$ cat src/rtl/operand_select_stage.sv
// Registered ALU operand-select stage with priority forwarding, a valid/ready
// handshake and a two-entry skid buffer. One cycle from accept to OUT_VALID.
module operand_select_stage #(
  parameter int WIDTH = 32,
  parameter int N_FWD = 2
) (
  input  logic                   CLK,
  input  logic                   RESET,
  input  logic                   FLUSH,
  input  logic                   IN_VALID,
  output logic                   IN_READY,
  input  logic [WIDTH-1:0]       PC_M1,
  input  logic [WIDTH-1:0]       A_DATA,
  input  logic [WIDTH-1:0]       B_DATA,
  input  logic [WIDTH-1:0]       SEorZF,
  input  logic                   MA,
  input  logic                   MB,
  input  logic [N_FWD*WIDTH-1:0] FWD_DATA,
  input  logic [N_FWD-1:0]       FWD_A_HIT,
  input  logic [N_FWD-1:0]       FWD_B_HIT,
  output logic                   OUT_VALID,
  input  logic                   OUT_READY,
  output logic [WIDTH-1:0]       BUS_A,
  output logic [WIDTH-1:0]       BUS_B
);

  // state    | meaning
  // ST_EMPTY | no entry held
  // ST_FULL  | output register valid, skid empty
  // ST_SKID  | output register and skid both valid, upstream stalled
  typedef enum logic [1:0] {ST_EMPTY, ST_FULL, ST_SKID} state_t;

  state_t           state, state_nxt;
  logic             in_ready_q;
  logic [WIDTH-1:0] bus_a_q, bus_b_q, skid_a_q, skid_b_q;
  logic [WIDTH-1:0] a_sel, b_sel;
  logic             accept, drain;
  logic             load_out_sel, load_out_skid, load_skid;

  // Walk from the highest index down so the lowest hitting source wins.
  always_comb begin
    a_sel = A_DATA;
    b_sel = B_DATA;
    for (int i = N_FWD - 1; i >= 0; i--) begin
      if (FWD_A_HIT[i]) a_sel = FWD_DATA[i*WIDTH +: WIDTH];
      if (FWD_B_HIT[i]) b_sel = FWD_DATA[i*WIDTH +: WIDTH];
    end
    if (MA) a_sel = PC_M1;
    if (MB) b_sel = SEorZF;
  end

  assign accept = IN_VALID & in_ready_q;
  assign drain  = OUT_VALID & OUT_READY;

  always_comb begin
    state_nxt     = state;
    load_out_sel  = 1'b0;
    load_out_skid = 1'b0;
    load_skid     = 1'b0;
    case (state)
      ST_EMPTY: begin
        if (accept) begin
          state_nxt    = ST_FULL;
          load_out_sel = 1'b1;
        end
      end
      ST_FULL: begin
        if (accept && drain) begin
          load_out_sel = 1'b1;
        end else if (drain) begin
          state_nxt = ST_EMPTY;
        end else if (accept) begin
          state_nxt = ST_SKID;
          load_skid = 1'b1;
        end
      end
      ST_SKID: begin
        if (drain) begin
          state_nxt     = ST_FULL;
          load_out_skid = 1'b1;
        end
      end
      default: state_nxt = ST_EMPTY;
    endcase
  end

  always_ff @(posedge CLK) begin
    if (RESET) begin
      state      <= ST_EMPTY;
      in_ready_q <= 1'b0;
      bus_a_q    <= '0;
      bus_b_q    <= '0;
      skid_a_q   <= '0;
      skid_b_q   <= '0;
    end else if (FLUSH) begin
      // Bus contents are left as-is; they are meaningless while OUT_VALID is low.
      state      <= ST_EMPTY;
      in_ready_q <= 1'b1;
    end else begin
      state      <= state_nxt;
      in_ready_q <= (state_nxt != ST_SKID);
      if (load_out_sel) begin
        bus_a_q <= a_sel;
        bus_b_q <= b_sel;
      end else if (load_out_skid) begin
        bus_a_q <= skid_a_q;
        bus_b_q <= skid_b_q;
      end
      if (load_skid) begin
        skid_a_q <= a_sel;
        skid_b_q <= b_sel;
      end
    end
  end

  assign IN_READY  = in_ready_q;
  assign OUT_VALID = (state != ST_EMPTY);
  assign BUS_A     = bus_a_q;
  assign BUS_B     = bus_b_q;

endmodule

$ cat config.mk
export PLATFORM = sky130hd
export DESIGN_NAME = operand_select_stage
export DESIGN_NICKNAME = d
export VERILOG_FILES = /design/src/rtl/operand_select_stage.sv
export SDC_FILE = /design/constraint.sdc
export NUM_CORES = 1
export LEC_CHECK = 0
export ABC_CLOCK_PERIOD_IN_PS = 1700
export BUFFER_PORTS_ARGS = -buffer_cell sky130_fd_sc_hd__buf_2
export CAP_MARGIN = 30
export CORE_ASPECT_RATIO = 0.5
export CORE_MARGIN = 2
export CORE_UTILIZATION = 30
export DETAILED_ROUTE_END_ITERATION = 10
export HOLD_SLACK_MARGIN = 0.15
export PLACE_DENSITY_LB_ADDON = 0.05
export SLEW_MARGIN = 20
export SYNTH_ARGS = -nofsm -noshare
export SYNTH_HDL_FRONTEND = slang
export SYNTH_SLANG_ARGS = --single-unit
$ cat constraint.sdc
create_clock -name CLK -period 1.7 [get_ports CLK]
set_clock_uncertainty 0.05 [all_clocks]
set_input_delay 0.34 -clock CLK [delete_from_list [all_inputs] [get_ports CLK]]
set_output_delay 0.34 -clock CLK [all_outputs]
set_load 0.005 [all_outputs]
==> results by group <==
Setup path
  • Crit Path Max Fanout: 6
  • CP startpoint: state[0]
  • Worst reg2reg path depth: 8
  • Critical path type: reg -> reg
  • WP data arrival: 2.14 ns
  • Critical R2R Capture: BUS_B[16]
  • Worst setup path end: BUS_B[16]
  • Endpoint class of the critical path: flip-flop
  • CP Data Required Time: 2.00 ns
  • Reg-to-reg startpoint: state[0]
  • Setup slack, reg-to-reg: -0.13 ns
  • Startpoint Class: flip-flop

Finish
  • NumNets Final: 1,294
  • Area Overhead vs Synth: 51.43%
  • Non-Filler Instances: 1,450
  • Fraction of layout cells with a size suffix above 1: 45.56%
  • Commonest non-fill, non-tap cell in the layout: buf_2
  • Commonest cells after routing, fill and taps aside: 266 x buf_2, 128 x dfxtp_1, 65 x mux2i_1, 65 x nand4b_1, 64 x nand3b_1
  • Design area: 11,530 µm²

Routing
  • Vias: 8,071
  • WL final: 36.22 mm
  • DR vias/cell: 5.566
  • DR WL/cell: 24.98 µm
  • Post-route ant nets: 0
  • DR DRC count: 0
  • DRT iter0 DRCs: 706
  • TritonRoute pass-1 iters: 7

Synthesis
  • Area share of fa/ha/maj cells after synthesis: 0%
  • Register area share after synthesis: 34.43%
  • Synth Area in Compound Gates: 26.30%
  • Xor/xnor cell area share of the yosys netlist: 0%
  • Mux share of post-synthesis cell area: 8.541%
  • Flops & latches, synth: 131
  • Synth Instances: 800
  • Mapped Area: 7617 µm²
  • Post-synth net total: 1,003
  • Synth Area in Simple Gates: 23.03%
  • Warnings from Yosys: 0
  • Largest family of logic cells by synthesized area: compound AO/OA/AOI/OAI gates
  • Synth cell types: 34
  • Avg Cell Area, Syn: 9.522 µm²
  • Post-synth EDFFs: 0
  • Top FF cell, synth: dfxtp_1
  • Ys async rst share: 0%

Clock tree
  • Clock Path Buffers: 2
  • Clock-pin slew on the worst setup and hold paths: 0.06 ns
  • CTS H-tree depth: 4
  • CTS Hold Bufs: 0
  • CTS Sinks: 131
  • Skew-Pair Late Insertion Delay: 0.44 ns
  • Root Buffer: clkbuf_16
  • CTS tree: done
  • Num CTS Buffers: 17

Floorplanning
  • Num rows: 41
  • Core box area: 25,090 µm²
  • Die height: 116.7 µm
  • Initial core utilization: 30.37%
  • Total die area: 26,760 µm²
  • Die width: 229.4 µm
  • Num ports: 269

STA
  • Relative slew slack: 55.85%
  • Max Slew Vio Count: 0
  • Fmax: 545.0 MHz
  • Tcrit/Tclk final: 107.9%
  • Setup ws final: -0.1347 ns
  • Number of setup violations in the final report: 97
  • Final hold vios: 0
  • Minimum clock period: 1.835 ns
  • Slew @ Worst Pin: 0.6622 ns
  • RSZ-0062 raised after global routing: true

Power
  • Pwr Density: 764.4 nW/µm²
  • Peak VDD IR: 0.7177 mV
  • Static Leak: 4.748 nW

GRT
  • First-pass GRT wire length: 46.72 mm
  • Vias in the first global route: 7,419
  • Initial antenna violation count: 2
  • Largest net degree at the start of global routing: 62
  • Global Route Usage Sum: 23.69%
  • Total global routing overflow: 0

Place
  • Dpl cells: 1,371
  • RePlAce Congestion: 0.8632
  • Post-Place Setup Slack: -0.3118 ns
  • I/O Buffers: 268
  • DPL Wire Length: 23.81 mm
  • Cell Area, Placed: 9716 µm²

Outcome
  • Status: finished, violations left
  • Violated checks: setup timing

Job
  • Maxcap violations: 0

Min path
  • Hold crit path type: in -> reg
[per-stage QoR]
step / power [W] / hold slack (ns) / TNS (ns) / util, %
finish: 0.008817 / 0.2431 / -5.366 / 45.98
global route: 0.009052 / 0.2637 / -10.69 / 45.98
CTS: 0.008692 / 0.2207 / -3.263 / 42.43
detailed placement: 0.004585 / 0.4412 / -18.27 / 38.73
global placement: 0.004581 / 0.4349 / -16.12 / 38.73
floorplan: 0.003874 / 0.3669 / 0 / -
[worst min-delay path by stage]
stage | endpoint | from | cells past startpoint | slack (ns)
5_1_grt | IN_READY | IN_VALID | 4 | 0.26
4_1_cts | IN_READY | IN_VALID | 4 | 0.22
3_3_place_gp | skid_b_q[10] | skid_b_q[10] | 2 | 0.43
3_5_place_dp | skid_b_q[6] | skid_b_q[6] | 2 | 0.44
2_1_floorplan | state[0] | FLUSH | 1 | 0.37
6_report | IN_READY | IN_VALID | 4 | 0.24
[critical path, stage by stage, from the launching register on]
cell and delay, ns:
dfxtp_2 0.33, nor2b_4 0.12, buf_6 0.14, o41ai_4 0.35, buf_6 0.20, clkbuf_16 0.18, buf_4 0.11, nand4b_1 0.16
o311ai_4 0.10
[layer usage]
layer,global-route usage [%],up-vias,wire length [µm]
met5,0,-,0
met4,5.195,0,224
met3,4.248,18,1626
met2,36.12,193,16280
met1,34.73,4119,18100
li1,-,3741,-
[where the power goes]
group | internal [W] | total, W | switching (W)
sequential | 0.00311 | 0.00313 | 0.0000226
clock | 0.00257 | 0.00407 | 0.00150
combinational | 0.000708 | 0.00162 | 0.000911
[synthesized netlist by cell type, drive strengths merged, types with 2 or more instances]
cell	n	area, µm²
dfxtp	131	2623
nor2	68	255.2
a211oi	65	488.0
mux2i	65	650.6
nand4b	65	569.3
nand3b	64	480.5
o311ai	64	860.8
clkbuf	60	226.5
buf	40	236.5
nand2	36	137.6
inv	33	123.9
a221o	32	320.3
nor3b	32	240.2
o221ai	31	271.5
nor2b	2	15.02
or2	2	12.52
[flip-flops by register name (all words and copies together) (netlist names)]
register	count
BUS_A	32
BUS_B	32
IN_READY	1
skid_a_q	32
skid_b_q	32
state	2
[cell type report]
cell class	count	area, µm²
Antenna cell	2	5.005
Clock buffer	20	466.7
Clock inverter	12	178.9
Fill cell	2418	13550
Inverter	33	123.9
Multi-Input combinational cell	539	4805
Sequential cell	131	2626
Tap cell	344	430.4
Timing Repair Buffer	369	2899
[cells by family after synthesis]
family          after synthesis
compound gates              197
buf+inv                     133
flops                       131
mux                          65
simple gates                274
[what timing repair did]
| action | CTS | global route |
|---|---|---|
| pin swaps | 21 | 33 |
| resized for setup | 26 | 68 |
| cloned | 4 | 23 |
| setup buffers | 8 | 11 |
| setup endpoints to repair | 77 | 128 |
(Power assumes the default switching activity.)
